### config.mk
export PLATFORM = sky130hd
export DESIGN_NAME = im_arbiter
export DESIGN_NICKNAME = d
export VERILOG_FILES = /design/src/rtl/im_arbiter.sv
export SDC_FILE = /design/constraint.sdc
export NUM_CORES = 1
export LEC_CHECK = 0
export BUFFER_PORTS_ARGS = -buffer_cell sky130_fd_sc_hd__buf_2
export CAP_MARGIN = 0
export CORE_UTILIZATION = 37
export CTS_CLUSTER_DIAMETER = 30
export CTS_CLUSTER_SIZE = 40
export DETAILED_ROUTE_END_ITERATION = 8
export MAX_ROUTING_LAYER = met4
export PLACE_DENSITY = 0.85
export SYNTH_ARGS = -nofsm -noshare
export SYNTH_HDL_FRONTEND = slang
export SYNTH_SLANG_ARGS = --single-unit
export TNS_END_PERCENT = 30
### constraint.sdc
create_clock -name clk -period 3.25 [get_ports clk]
set_input_delay 0.325 -clock clk [delete_from_list [all_inputs] [get_ports clk]]
set_output_delay 0.325 -clock clk [all_outputs]
set_load 0.03 [all_outputs]
### src/rtl/im_arbiter.sv
// Two-port arbiter sharing one instruction memory between processor fetch and a host loader.
// Fetch has priority, and the host is guaranteed a slot after STARVE_MAX consecutive contested losses.
module im_arbiter #(
  parameter int NMEM       = 128,
  parameter int STARVE_MAX = 4
) (
  input  logic        clk,
  input  logic        reset,
  input  logic        fetch_req,
  input  logic [31:0] fetch_addr,
  output logic        fetch_gnt,
  output logic        fetch_valid,
  output logic [31:0] fetch_data,
  input  logic        host_req,
  input  logic        host_we,
  input  logic [31:0] host_addr,
  input  logic [31:0] host_wdata,
  output logic        host_gnt,
  output logic        host_valid,
  output logic [31:0] host_rdata,
  output logic        host_err,
  output logic        mem_en,
  output logic        mem_we,
  output logic [6:0]  mem_addr,
  output logic [31:0] mem_wdata,
  input  logic [31:0] mem_rdata
);

  localparam int CW = (STARVE_MAX < 1) ? 1 : $clog2(STARVE_MAX + 1);
  localparam logic [CW-1:0] STARVE_LIM = CW'(STARVE_MAX);

  typedef enum logic [1:0] {
    OWN_NONE  = 2'd0,
    OWN_FETCH = 2'd1,
    OWN_HOST  = 2'd2
  } owner_t;

  owner_t        owner_q, owner_d;
  logic [CW-1:0] starve_q, starve_d;
  logic          respOor_q, respOor_d;
  logic          respWe_q, respWe_d;
  logic [31:0]   fetchData_q, fetchData_d;
  logic [31:0]   hostRdata_q, hostRdata_d;

  logic          anyGnt;
  logic [31:2]   selAddr;
  logic          selOor;
  logic          unusedAddrBits;

  // Byte-offset bits never reach the word-addressed memory.
  assign unusedAddrBits = ^{fetch_addr[1:0], host_addr[1:0]};

  function automatic logic outOfRange(input logic [31:2] addr);
    return (addr[31:9] != '0) || (int'({25'd0, addr[8:2]}) >= NMEM);
  endfunction

  always_ff @(posedge clk) begin
    if (reset) begin
      owner_q     <= OWN_NONE;
      starve_q    <= '0;
      respOor_q   <= 1'b0;
      respWe_q    <= 1'b0;
      fetchData_q <= '0;
      hostRdata_q <= '0;
    end else begin
      owner_q     <= owner_d;
      starve_q    <= starve_d;
      respOor_q   <= respOor_d;
      respWe_q    <= respWe_d;
      fetchData_q <= fetchData_d;
      hostRdata_q <= hostRdata_d;
    end
  end

  always_comb begin
    host_gnt  = 1'b0;
    fetch_gnt = 1'b0;
    if (!reset) begin
      if (host_req && (!fetch_req || starve_q == STARVE_LIM)) begin
        host_gnt = 1'b1;
      end else if (fetch_req) begin
        fetch_gnt = 1'b1;
      end
    end

    anyGnt    = fetch_gnt | host_gnt;
    selAddr   = host_gnt ? host_addr[31:2] : fetch_addr[31:2];
    selOor    = outOfRange(selAddr);
    mem_en    = anyGnt & ~selOor;
    mem_we    = host_we & host_gnt;
    mem_addr  = anyGnt ? selAddr[8:2] : 7'd0;
    mem_wdata = host_wdata;

    // A fetch win only counts as starvation when the host was actually waiting.
    starve_d = starve_q;
    if (host_gnt || !host_req) begin
      starve_d = '0;
    end else if (fetch_gnt && starve_q != STARVE_LIM) begin
      starve_d = starve_q + 1'b1;
    end

    owner_d   = host_gnt ? OWN_HOST : (fetch_gnt ? OWN_FETCH : OWN_NONE);
    respOor_d = anyGnt & selOor;
    respWe_d  = host_gnt & host_we;
  end

  always_comb begin
    fetch_valid = (owner_q == OWN_FETCH) && !reset;
    host_valid  = (owner_q == OWN_HOST) && !reset;
    host_err    = host_valid & respOor_q;

    fetch_data  = fetchData_q;
    fetchData_d = fetchData_q;
    if (fetch_valid) begin
      fetch_data  = respOor_q ? 32'h0 : mem_rdata;
      fetchData_d = fetch_data;
    end

    // Write acknowledges and rejected reads both return zero data.
    host_rdata  = hostRdata_q;
    hostRdata_d = hostRdata_q;
    if (host_valid) begin
      host_rdata  = (respOor_q || respWe_q) ? 32'h0 : mem_rdata;
      hostRdata_d = host_rdata;
    end
  end

endmodule

==> results.py, run 1 <==
metrics = {
    "status": {
        "result_of_the_run": "complete, no violations",
    },
    "grt": {
        "globalRouteOverflowTotal": 0,
        "grtUsageTotal": 0.197,
        "grt_pass1_vias": 3245,
        "globalRouteMet3Util": 0.0773,
        "grt_pass1_wl_um": 14900,
        "grt_max_degree": 66,
        "antenna_found_initial": 0,
        "global_route.usage.met2": 0.353,
        "globalRoute.busiestLayer": "met2",
        "global_route.usage.met1": 0.196,
    },
    "routing": {
        "vias_after_detailed_routing": 3471,
        "detail_route.drc_violations": 0,
        "via_per_inst": 4.88,
        "detail_route.wl_per_cell_um": 13.6,
        "detail_route.first_pass.iterations": 4,
        "routed_wl_um": 9650,
        "drt_first_iter_violations": 122,
        "ant_nets": 0,
    },
    "floorplanning": {
        "initial_core_util": 0.384,
        "rows": 35,
        "io_pins": 243,
        "total_die_area_um2": 10000,
        "core_um2": 9280,
        "vertical_extent_of_the_die_um": 100,
        "floorplan.die.width_um": 100,
    },
    "worst_setup_path": {
        "critPathMaxFanout": 34,
        "crit_slowest_cell": "nor2_2",
        "critical-path-top-cell-by-count": "buf_4",
        "worst_setup_path_start_kind": "flop",
        "path_cells": "buf_4 -> nor2_2 -> buf_4 -> nand3_1 -> nand2_1 -> buf_2",
        "worst_ep_arrival_time_ns": 2.17,
        "worst_ep_required_time_ns": 2.92,
        "cp-end-kind": "output port",
        "crit_type": "flop to output port",
        "critPathMaxStageDelay_ns": 0.49,
    },
    "timing": {
        "setup_viol": 0,
        "count_of_final_hold_check_violations": 0,
        "timing.max_slew.rel_slack": 0.377,
        "setup_tns_ns": 0,
        "grt_setup_unrepaired": "false",
        "fmax_ghz": 0.401,
        "post-route-min-period_ns": 2.49,
        "finalMaxSlewViolations": 0,
        "clock-skew-final_ns": 0.00856,
        "worst_pin_slew_ns": 0.935,
        "finalCritPeriodShare": 0.767,
    },
    "synthesis": {
        "post_synth_instance_area_um2": 3560,
        "yosys.area.top_type": "dfxtp_1",
        "ys.flop_type": "dfxtp_1",
        "async_set_or_reset_register_ratio_after_synthesis": 0,
        "synth_cell_type_count": 32,
        "synth_top_area_frac": 0.399,
        "synth.yosys.warnings": 0,
        "synthesis.area_per_instance_um2": 7.97,
        "ys_top_cells_by_area": "dfxtp_1, nand2_1, buf_4",
        "synthesis.instances": 447,
        "ys_seq_area_frac": 0.399,
        "mappedNetlistNets": 582,
        "synth-edff-count": 0,
        "ffs_latches_synth": 71,
        "ys_top_cells_by_count": "nand2_1, dfxtp_1, a21oi_1",
        "most_frequent_cell_after_synthesis": "nand2_1",
    },
    "clock_network": {
        "clkLatencyLatePin_ns": 0.34,
        "cts_hold_buffers": 0,
        "worst_setup_hold_path_clk_slew_ns": 0.07,
        "postCtsSetupRepairBufs": 0,
        "count_of_instances_resized_after_the_clock_tree_is_built": 0,
        "cts_inserted_buffers": 9,
        "cts_htree_levels": 3,
        "number_of_sinks_on_the_clock_net": 71,
        "cts-root-to-sink-buffers": 2,
        "cts-root-buf": "clkbuf_8",
        "tritoncts": "built",
    },
    "place": {
        "dp_cells": 696,
        "dp_hpwl_um": 7340,
        "gp_routability_congestion": 0.842,
        "placement.io_buffers": 174,
    },
    "power_and_ir_drop": {
        "leakage_nw": 2.29,
        "irDropWorstVdd_mv": 0.144,
        "power_density_nw_per_um2": 407,
    },
    "final_layout": {
        "nNetsFinal": 713,
        "num_antenna_cells": 0,
        "post_layout_nonfiller_instances": 711,
        "areaGrowthSynthToFinish_pct": 24.1,
        "post_route_cells_drive_above_1_share": 0.383,
    },
    "job": {
        "timing.max_cap.violations": 0,
    },
    "hold_path": {
        "min_path_type": "input port to flop",
    },
}
-- area by class of cell --
class                      instances  area, um2
timing repair buffer             179        908
tap                              129        161
clock inverter                     4       22.5
fill                             962       4860
clock buffer                      11        141
sequential                        71       1420
multi-input combinational        312       1750
inverter                           5       18.8
-- routing by layer --
metal	wire length [um]	share of wire	up-vias
met1	3570	0.37	1561
met3	889	0.092	11
met2	5060	0.52	186
met5	0	0	-
li1	-	-	1713
met4	126	0.013	0
-- power by group --
part	internal, mW	switching (mW)
clock network	0.290	0.317
logic	0.111	0.191
registers	0.886	0.00482
total	1.29	0.512
-- registers in the layout, summed over array words and instances, names as in the netlist --
name / count
respWe_q: 1
fetchData_q: 32
starve_q: 3
hostRdata_q: 32
respOor_q: 1
owner_q: 2
-- critical path, delay by kind of cell (launching register included) --
family        cells  cell delay (ns)
flops             1             0.30
buf+inv           3             0.78
simple gates      3             0.74
-- logic make-up (layout without fill, tap and decap cells) --
kind of cell    count (synthesis)  count (layout)  synth area share
simple gates                  231             231             0.325
compound gates                 71              71             0.134
flops                          71              71             0.399
buf+inv                        64             199             0.112
mux                             8               8            0.0225
fa+ha+maj                       2               2           0.00703
-- through the flow --
stage	total power [mW]	cell area, um2	util	setup WS, ns	hold WS [ns]
after floorplan	1.17	3560	-	1.17	0.437
after global placement	1.21	4260	0.458	0.849	0.447
after detailed placement	1.22	4260	0.458	0.774	0.454
after CTS	1.82	4420	0.476	0.744	0.207
after global routing	1.89	4420	0.476	0.584	0.200
final	1.80	4420	0.476	0.757	0.216
-- path summary, 6_finish.rpt --
path                                      start              end  slack, ns  depth (start not counted)
worst max-delay path                  respOor_q    host_rdata[0]       0.76                          6
worst min-delay path                    host_we         respWe_q       0.22                          2
worst max register to register        respOor_q   hostRdata_q[6]       1.48                          5
worst min register to register  hostRdata_q[15]  hostRdata_q[15]       0.46                          2
-- placed cells by master (no fill, tap or decap) --
master and instances:
a21oi_1 33, nor2b_1 16, nand2_1 97, nor2_2 1, clkbuf_8 10, a311oi_1 2, and2b_1 18, and3_1 3
clkbuf_1 1, clkinv_2 3, o21bai_1 1, ha_1 2, buf_2 174, or4_1 2, o21ai_2 27, or3b_4 1
nand2b_1 32, o21ai_1 5, dfxtp_1 71, nor2_1 11, nor4_1 8, inv_1 5, and2_1 4, o22ai_1 1
nand4_1 3, nor3_1 2, buf_4 5, nand3_1 32, a211o_1 1, clkinvlp_4 1, a21bo_2 1, mux2i_1 8
nand3b_1 1
No activity file was read; power rests on OpenSTA's default activity.
==> inputs of run 2 (changes only) <==
Settings changed: ABC_AREA set to 1, PLACE_DENSITY 0.85 to 0.86.
Clock period 3.25 ns to 2.37 ns, I/O delays scaled along.
==> results.py, run 2 <==
metrics = {
    "power_and_ir_drop": {
        "power_density_nw_per_um2": 652,
        "leakage_nw": 2.40,
        "power.total_mw": 2.82,
        "irDropWorstVdd_mv": 0.299,
    },
    "grt": {
        "grt_pass1_wl_um": 14800,
        "grt_max_degree": 38,
        "grt_pass1_vias": 3181,
        "globalRouteOverflowTotal": 0,
        "grtUsageTotal": 0.198,
        "antenna_found_initial": 0,
    },
    "routing": {
        "drt_first_iter_violations": 124,
        "routed_wl_um": 9130,
        "ant_nets": 0,
        "detail_route.wl_per_cell_um": 12.4,
        "via_per_inst": 4.89,
        "detail_route.first_pass.iterations": 4,
        "detail_route.drc_violations": 0,
        "vias_after_detailed_routing": 3612,
    },
    "timing": {
        "grt_setup_unrepaired": "false",
        "setup_viol": 0,
        "timing.max_slew.rel_slack": 0.581,
        "post-route-min-period_ns": 2.13,
        "worst_pin_slew_ns": 0.627,
        "fmax_ghz": 0.470,
        "finalMaxSlewViolations": 0,
        "setup_tns_ns": 0,
        "clock-skew-final_ns": 0.00764,
        "count_of_final_hold_check_violations": 0,
        "finalCritPeriodShare": 0.898,
    },
    "synthesis": {
        "post_synth_instance_area_um2": 3380,
        "ys_top_cells_by_count": "nand2_1, a21oi_1, dfxtp_1",
        "synth.yosys.warnings": 0,
        "mappedNetlistNets": 625,
        "ffs_latches_synth": 71,
        "synthesis.instances": 490,
        "synth_top_area_frac": 0.421,
        "most_frequent_cell_after_synthesis": "nand2_1",
        "ys_top_cells_by_area": "dfxtp_1, nand2_1, a21oi_1",
        "synth-edff-count": 0,
        "ys_seq_area_frac": 0.421,
        "yosys.area.top_type": "dfxtp_1",
        "synth_cell_type_count": 20,
        "ys.flop_type": "dfxtp_1",
        "async_set_or_reset_register_ratio_after_synthesis": 0,
        "synthesis.area_per_instance_um2": 6.89,
    },
    "hold_path": {
        "min_path_type": "input port to flop",
    },
    "final_layout": {
        "multi_input_area_um2": 1530,
        "reg_top3": "fetchData_q (32), hostRdata_q (32), starve_q (3)",
        "nNetsFinal": 760,
        "post_route_cells_drive_above_1_share": 0.327,
        "regArea_um2": 1420,
        "most_frequent_standard_cell_in_the_layout_excluding_fill_and_tap_cells": "buf_2",
        "areaGrowthSynthToFinish_pct": 28.1,
        "most-common-layout-cells": "buf_2, nand2_1, a21oi_1",
        "num_antenna_cells": 0,
        "final.fill_count": 909,
    },
    "floorplanning": {
        "initial_core_util": 0.385,
        "total_die_area_um2": 9510,
        "core_um2": 8760,
        "io_pins": 243,
        "rows": 34,
        "floorplan.die.width_um": 97.5,
        "vertical_extent_of_the_die_um": 97.5,
    },
    "clock_network": {
        "cts-root-buf": "clkbuf_8",
        "count_of_instances_resized_after_the_clock_tree_is_built": 0,
        "cts-root-to-sink-buffers": 2,
        "postCtsSetupRepairBufs": 0,
        "cts_inserted_buffers": 9,
        "cts_hold_buffers": 0,
        "number_of_sinks_on_the_clock_net": 71,
        "tritoncts": "built",
        "clkLatencyLatePin_ns": 0.33,
        "worst_setup_hold_path_clk_slew_ns": 0.08,
        "cts_htree_levels": 3,
    },
    "worst_setup_path": {
        "worst_ep_arrival_time_ns": 1.89,
        "cp-end-kind": "output port",
        "rrSetupSlack_ns": 0.94,
        "worst_ep_required_time_ns": 2.13,
        "crit_type": "flop to output port",
        "critPathMaxFanout": 9,
        "worst_setup_path_start_kind": "flop",
    },
    "place": {
        "gp_routability_congestion": 0.827,
        "placement.io_buffers": 174,
        "dp_hpwl_um": 6320,
    },
    "job": {
        "timing.max_cap.violations": 0,
    },
    "status": {
        "result_of_the_run": "complete, no violations",
    },
}
==> run 2: changes by cell type in the layout (fill, tap and decap cells not counted), sizes merged, moves of 4 or more <==
cell and change:
inv +9, nand3 +37, and2 -4, a21oi +40, nor2 +24, nor4 -8, mux2i -8, nand2b -32
and2b -18, nand2 +64, o21ai -32, nor2b -16
==> run 2: metrics by stage <==
step                cells   util  setup slack [ns]  hold slack (ns)  area [um2]
floorplan             490      -             0.606            0.372        3380
global placement      722  0.464             0.584            0.432        4070
detailed placement    722  0.464             0.547            0.442        4070
CTS                   738  0.494             0.208            0.125        4330
global route          738  0.494            0.0876            0.149        4330
finish                738  0.494             0.242            0.146        4330
==> run 2: per-layer routing <==
layer	share of wire	up-vias	GRT usage
met2	0.48	177	0.339
met4	0.017	0	0.0679
li1	-	1839	-
met3	0.078	14	0.0432
met5	0	-	-
met1	0.42	1582	0.229
==> run 2: final timing paths <==
kind | end | from | cells after the start
max reg2reg | hostRdata_q[31] | owner_q[0] | 5
max | mem_addr[3] | starve_q[0] | 9
min reg2reg | starve_q[0] | starve_q[0] | 1
min | respWe_q | host_we | 3
==> run 2: power by group <==
part | switching, mW | internal (mW)
Sequential | 0.00729 | 1.22
Combinational | 0.260 | 0.131
Clock | 0.449 | 0.757
Total | 0.717 | 2.10
==> run 2: final cells by class <==
class                      count  area share
clock inverter                 5      0.0240
tap                          108      0.0312
timing repair buffer         182       0.215
multi-input combinational    346       0.353
clock buffer                  11      0.0350
inverter                      15      0.0130
sequential                    71       0.329
==> run 2: critical path, stage by stage (launching register included) <==
cell and delay (ns):
dfxtp_1 0.33, inv_1 0.05, ha_1 0.13, nand2_1 0.05
nand2_1 0.07, nand2_1 0.10, a21oi_1 0.16, clkinv_1 0.23
a21oi_1 0.19, buf_2 0.22
==> run 2: logic make-up (layout without fill, tap and decap cells) <==
| logic type | count (synthesis) | in the layout | share of synthesized area |
|---|---|---|---|
| and+or+nand+nor | 270 | 270 | 0.333 |
| AOI/OAI and AO/OA | 73 | 73 | 0.108 |
| xor gates and xnor gates | 1 | 1 | 0.00259 |
| DFF | 71 | 71 | 0.421 |
| adders and majority gates | 2 | 2 | 0.00741 |
| buffers and inverters | 73 | 213 | 0.128 |
